<file path="config.mk">
export PLATFORM = sky130hd
export DESIGN_NAME = load_store_unit
export DESIGN_NICKNAME = d
export VERILOG_FILES = /design/src/rtl/load_store_unit.sv
export SDC_FILE = /design/constraint.sdc
export NUM_CORES = 1
export LEC_CHECK = 0
export CAP_MARGIN = 0
export CORE_UTILIZATION = 35
export DETAILED_ROUTE_END_ITERATION = 10
export GPL_TIMING_DRIVEN = 1
export HOLD_SLACK_MARGIN = 0.02
export SLEW_MARGIN = 20
export SYNTH_ARGS = -nofsm -noshare
export SYNTH_HDL_FRONTEND = slang
export SYNTH_SLANG_ARGS = --single-unit
</file>
<file path="constraint.sdc">
create_clock -name clock -period 13.91 [get_ports clock]
set_input_delay 2.782 -clock clock [delete_from_list [all_inputs] [get_ports clock]]
set_output_delay 2.782 -clock clock [all_outputs]
set_load 0.005 [all_outputs]
</file>
<file path="src/rtl/load_store_unit.sv">
// load_store_unit: adapts RV64 b/h/w/d loads and stores to a doubleword memory, using read-modify-write for sub-doubleword stores.
// Define LSU_MISALIGN_TRAP_EN to answer misaligned requests with resp_err instead of aligning the offset down.
module load_store_unit #(
    parameter int ADDR_W = 64,
    parameter int DATA_W = 64
) (
    input  logic              clock,
    input  logic              reset,
    input  logic              req_valid,
    output logic              req_ready,
    input  logic              req_write,
    input  logic [2:0]        req_funct3,
    input  logic [ADDR_W-1:0] req_addr,
    input  logic [DATA_W-1:0] req_wdata,
    output logic              resp_valid,
    output logic [DATA_W-1:0] resp_data,
    output logic              resp_err,
    output logic              mem_read,
    output logic              mem_write,
    output logic [ADDR_W-1:0] mem_address,
    output logic [DATA_W-1:0] mem_write_data,
    input  logic [DATA_W-1:0] mem_read_data
);
    localparam logic [1:0] IDLE = 2'd0, LOAD = 2'd1, RMW_RD = 2'd2, WRITE = 2'd3;
    logic [1:0]        state_q, state_d;
    logic [2:0]        f3_q, f3_d;
    logic [ADDR_W-1:0] addr_q, addr_d;
    logic [DATA_W-1:0] wdata_q, wdata_d, resp_data_q, resp_data_d;
    logic              resp_valid_q, resp_valid_d, resp_err_q, resp_err_d;
    logic              accept, trap;
    logic [2:0]        o;
    logic [5:0]        sh;
    logic [DATA_W-1:0] rd, ext, fmask, merged;

    assign req_ready = state_q == IDLE;
    assign accept    = req_valid && req_ready;
`ifdef LSU_MISALIGN_TRAP_EN
    assign trap = accept && ((req_funct3[1:0] == 2'b01 && req_addr[0])
                          || (req_funct3[1:0] == 2'b10 && req_addr[1:0] != 2'b00)
                          || (req_funct3[1:0] == 2'b11 && req_addr[2:0] != 3'b000));
    assign o = addr_q[2:0];
`else
    assign trap = 1'b0;
    // Misaligned accesses silently fall back to the naturally aligned field
    assign o = addr_q[2:0] & (f3_q[1:0] == 2'b00 ? 3'b111
                            : f3_q[1:0] == 2'b01 ? 3'b110
                            : f3_q[1:0] == 2'b10 ? 3'b100 : 3'b000);
`endif

    always_comb begin
        sh     = {o, 3'b000};
        rd     = mem_read_data >> sh;
        ext    = f3_q == 3'b000 ? {{(DATA_W-8){rd[7]}}, rd[7:0]}
               : f3_q == 3'b001 ? {{(DATA_W-16){rd[15]}}, rd[15:0]}
               : f3_q == 3'b010 ? {{(DATA_W-32){rd[31]}}, rd[31:0]}
               : f3_q == 3'b100 ? {{(DATA_W-8){1'b0}}, rd[7:0]}
               : f3_q == 3'b101 ? {{(DATA_W-16){1'b0}}, rd[15:0]}
               : f3_q == 3'b110 ? {{(DATA_W-32){1'b0}}, rd[31:0]}
               : rd;
        fmask  = f3_q[1:0] == 2'b00 ? {{(DATA_W-8){1'b0}}, {8{1'b1}}}
               : f3_q[1:0] == 2'b01 ? {{(DATA_W-16){1'b0}}, {16{1'b1}}}
               : f3_q[1:0] == 2'b10 ? {{(DATA_W-32){1'b0}}, {32{1'b1}}}
               : {DATA_W{1'b1}};
        merged = (mem_read_data & ~(fmask << sh)) | ((wdata_q & fmask) << sh);
        state_d = state_q == RMW_RD ? WRITE
                : accept && !trap ? (!req_write ? LOAD : req_funct3[1:0] == 2'b11 ? WRITE : RMW_RD)
                : IDLE;
        f3_d         = accept ? req_funct3 : f3_q;
        addr_d       = accept ? req_addr : addr_q;
        wdata_d      = state_q == RMW_RD ? merged : accept ? req_wdata : wdata_q;
        resp_valid_d = trap || state_q == LOAD || state_q == WRITE;
        resp_err_d   = trap;
        resp_data_d  = state_q == LOAD ? ext : '0;
    end

    always_ff @(posedge clock or posedge reset) begin
        if (reset) begin
            state_q      <= IDLE;
            f3_q         <= '0;
            addr_q       <= '0;
            wdata_q      <= '0;
            resp_valid_q <= 1'b0;
            resp_err_q   <= 1'b0;
            resp_data_q  <= '0;
        end else begin
            state_q      <= state_d;
            f3_q         <= f3_d;
            addr_q       <= addr_d;
            wdata_q      <= wdata_d;
            resp_valid_q <= resp_valid_d;
            resp_err_q   <= resp_err_d;
            resp_data_q  <= resp_data_d;
        end
    end

    assign mem_read       = state_q == LOAD || state_q == RMW_RD;
    assign mem_write      = state_q == WRITE;
    assign mem_address    = {addr_q[ADDR_W-1:3], 3'b000};
    assign mem_write_data = wdata_q;
    assign resp_valid     = resp_valid_q;
    assign resp_data      = resp_data_q;
    assign resp_err       = resp_err_q;
endmodule

</file>
==> summary.txt <==
Yosys
  – EDFF count, synth: 0
  – Mapped Avg Cell Area: 8.51 sq um
  – Commonest cells post-synth: nand2_1 (380), dfrtp_1 (198), a21oi_1 (91)
  – Ys Warns: 0
  – Cell with the most instances after synthesis: nand2_1
  – Count of different cell masters after synthesis: 66
  – Synth area leader: dfrtp_1
  – Ys async rst share: 1.00
  – Gate count of the mapped netlist: 1,315
  – Yosys top cell area share: 0.443
  – Main flop type after synthesis: dfrtp_1
  – Main area contributors after synthesis: dfrtp_1 (44%), nand2_1 (13%), buf_4 (4.8%)
  – Flops & latches, synth: 198
  – Share of the yosys chip area belonging to registers: 0.443
  – Post-Synthesis Cell Area: 11,200 sq um

Power and ir drop
  – Peak VDD IR: 0.000120 V
  – P per Cell Area: 244 nW/um^2
  – Leak: 6.79 nW
  – Overall Power: about 0.0038 W

Critical path
  – Critical path endpoint category: flip-flop
  – Critical setup path kind: primary input to flip-flop
  – CP Max Fanout: 26
  – CP Data Arrival Time: 5.45 ns
  – CP required: 14.18 ns
  – R2r setup slk: just under 10 ns
  – Critical path startpoint category: primary input

Status
  – Status: finished, final reports clean

STA
  – Max-slew headroom: 0.229
  – Final setup TNS: 0 ns
  – Worst Tran Pin Value: around 1.2 ns
  – Setup Skew: 0.0106 ns
  – Peak Freq: 193 MHz
  – Final period utilization: 0.372
  – Max-slew violations: 0
  – Final Hold Viols: 0
  – Final setup violation count: 0
  – Tmin final: 5.18 ns
  – RSZ-0062 raised after global routing: no

Drt
  – Drt pass-1 iters: 7
  – Uppermost layer routed: met5
  – Wl on met1: 19,200 um
  – DR DRC count: 0
  – DRT iter0 DRCs: 1,263
  – Drt via density: 5.67
  – DR WL met3: roughly 4900 um
  – Antenna-violating nets left: 0
  – Post-DR wirelength/cell: 23.8 um
  – Routed via count: 11,300
  – DRT Wirelength: around 47,000 um
  – WL met2: roughly 22,000 um

Floorplanning
  – Initial Utilization: 0.355
  – Chip Width: 181 um
  – I/O pin count: 396
  – DIE HEIGHT: between 150 and 200 um
  – Die area: 32,700 sq um
  – Core Area: 31,600 sq um
  – Row count: 65

GRT
  – First-pass GRT wire length: 70,500 um
  – Initial antenna violation count: 1
  – GRT Overall Usage: 0.287
  – Pin count of the biggest net entering global routing: 132
  – Total congestion overflow: 0
  – Vias in the first global route: 10,700

Clocking
  – CTS max path bufs: 2
  – CTS Hold Buffers Added: 0
  – Clock transition at path regs: 0.07 ns
  – TritonCTS buffer count: 17
  – CTS Sinks: roughly 200
  – CTS tree: done
  – Post-CTS resize count: 0
  – Post-CTS setup buffers: 0
  – H-tree depth: 4
  – Clock latency at the later pin of the worst-skew pair: 0.45 ns
  – CTS root buffer: clkbuf_16

Placement
  – HPWL after DPL: 35,000 um
  – # port buffers: just under 400
  – Routability cong.: between 0.9 and 1
  – Inst Count DP: 1,959

Finish
  – # nets final: 1,779
  – # diodes: 0
  – Filler-free cell count of the finished design: 1,990
  – Layout cells sized above 1: 0.0560
  – Number of fill cells in the layout: about 3,000
  – Util after Layout: 0.488
  – Layout area overhead: 37.6%

Job
  – Max Cap Violations: 0

Min path
  – Hold WC Path Type: flip-flop to flip-flop
cell families (layout without fill, tap and decap cells):
group / after synthesis / after routing / share of synthesized area
buffers and inverters: 190 / 460 / 0.0931
AOI/OAI and AO/OA: 389 / 389 / 0.238
DFF: 198 / 198 / 0.443
other: 1 / 4 / 0.000335
muxes: 37 / 37 / 0.0409
and+or+nand+nor: 495 / 495 / 0.180
adders and majority gates: 4 / 4 / 0.00447
xor gates and xnor gates: 1 / 1 / 0.000782
routing by layer:
metal	vias up	GRT usage
met1	5411	0.386
met4	2	0.0903
li1	5057	-
met2	710	0.452
met3	95	0.0722
met5	-	0
power breakdown:
part / internal (W) / total [W] / leakage [nW] / switching (W)
Clock: 0.000263 / 0.000508 / 0.288 / 0.000245
Combinational: 0.000982 / 0.00218 / 4.00 / 0.00120
Sequential: 0.000855 / 0.00107 / 2.50 / 0.000211
Total: 0.00210 / 0.00376 / 6.79 / 0.00166
critical path, stage by stage:
cell and delay (ns):
clkdlybuf4s50_1 0.54, nand3b_1 0.19, a2bb2oi_1 0.27, o221ai_4 0.16
o311ai_4 0.41, a31o_1 0.91, nor2_1 0.16
cell type report:
type / count / area, sq um / share of cell area
flip-flops and latches: 198 / 4960 / 0.322
clock inverters: 12 / 138 / 0.00893
repair buffers: 405 / 4020 / 0.261
inverters: 24 / 97.6 / 0.00633
clock buffers: 19 / 453 / 0.0294
multi-input cells: 930 / 5240 / 0.340
well taps: 402 / 503 / 0.0326
metrics by stage:
step / worst slack, ns / cell area, sq um / hold slack [ns]
after global placement: 8.49 / 14800 / 0.457
after detailed placement: 8.39 / 14800 / 0.461
final: 8.73 / 15400 / 0.478
after CTS: 8.83 / 15400 / 0.480
after floorplan: 5.73 / 11200 / 0.447
after global routing: 8.63 / 15400 / 0.497
flip-flops by register name, indices dropped and copies added, names as in the netlist:
signal,cells
resp_valid,1
addr_q,64
state_q,2
resp_data,64
f3_q,3
mem_write_data,64
worst paths after layout:
check | to | start | cells after the start
min | addr_q[63] | addr_q[63] | 2
min reg2reg | addr_q[63] | addr_q[63] | 2
max | resp_data[29] | mem_read_data[47] | 7
max reg2reg | mem_write_data[3] | addr_q[1] | 6
min in group asynchronous | addr_q[15] | reset | 2
max in group asynchronous | f3_q[1] | reset | 3
placed cells by master, fill, tap and decap left out, drive strengths merged, types with 5 or more instances in the layout:
| cell | instances |
|---|---|
| o21bai | 5 |
| nand3 | 25 |
| a221o | 9 |
| o22ai | 19 |
| a222oi | 8 |
| mux2 | 7 |
| mux4 | 6 |
| clkinv | 5 |
| a22o | 14 |
| a22oi | 18 |
| inv | 29 |
| o221ai | 12 |
| nor2b | 9 |
| a31oi | 26 |
| nor2 | 54 |
| a32oi | 11 |
| nand2 | 380 |
| clkbuf | 19 |
| buf | 14 |
| clkdlybuf4s50 | 391 |
| a221oi | 38 |
| a21o | 28 |
| dfrtp | 198 |
| o21a | 9 |
| mux2i | 24 |
| o21ai | 82 |
| a21oi | 95 |
Power figures use the tool's default switching activity.
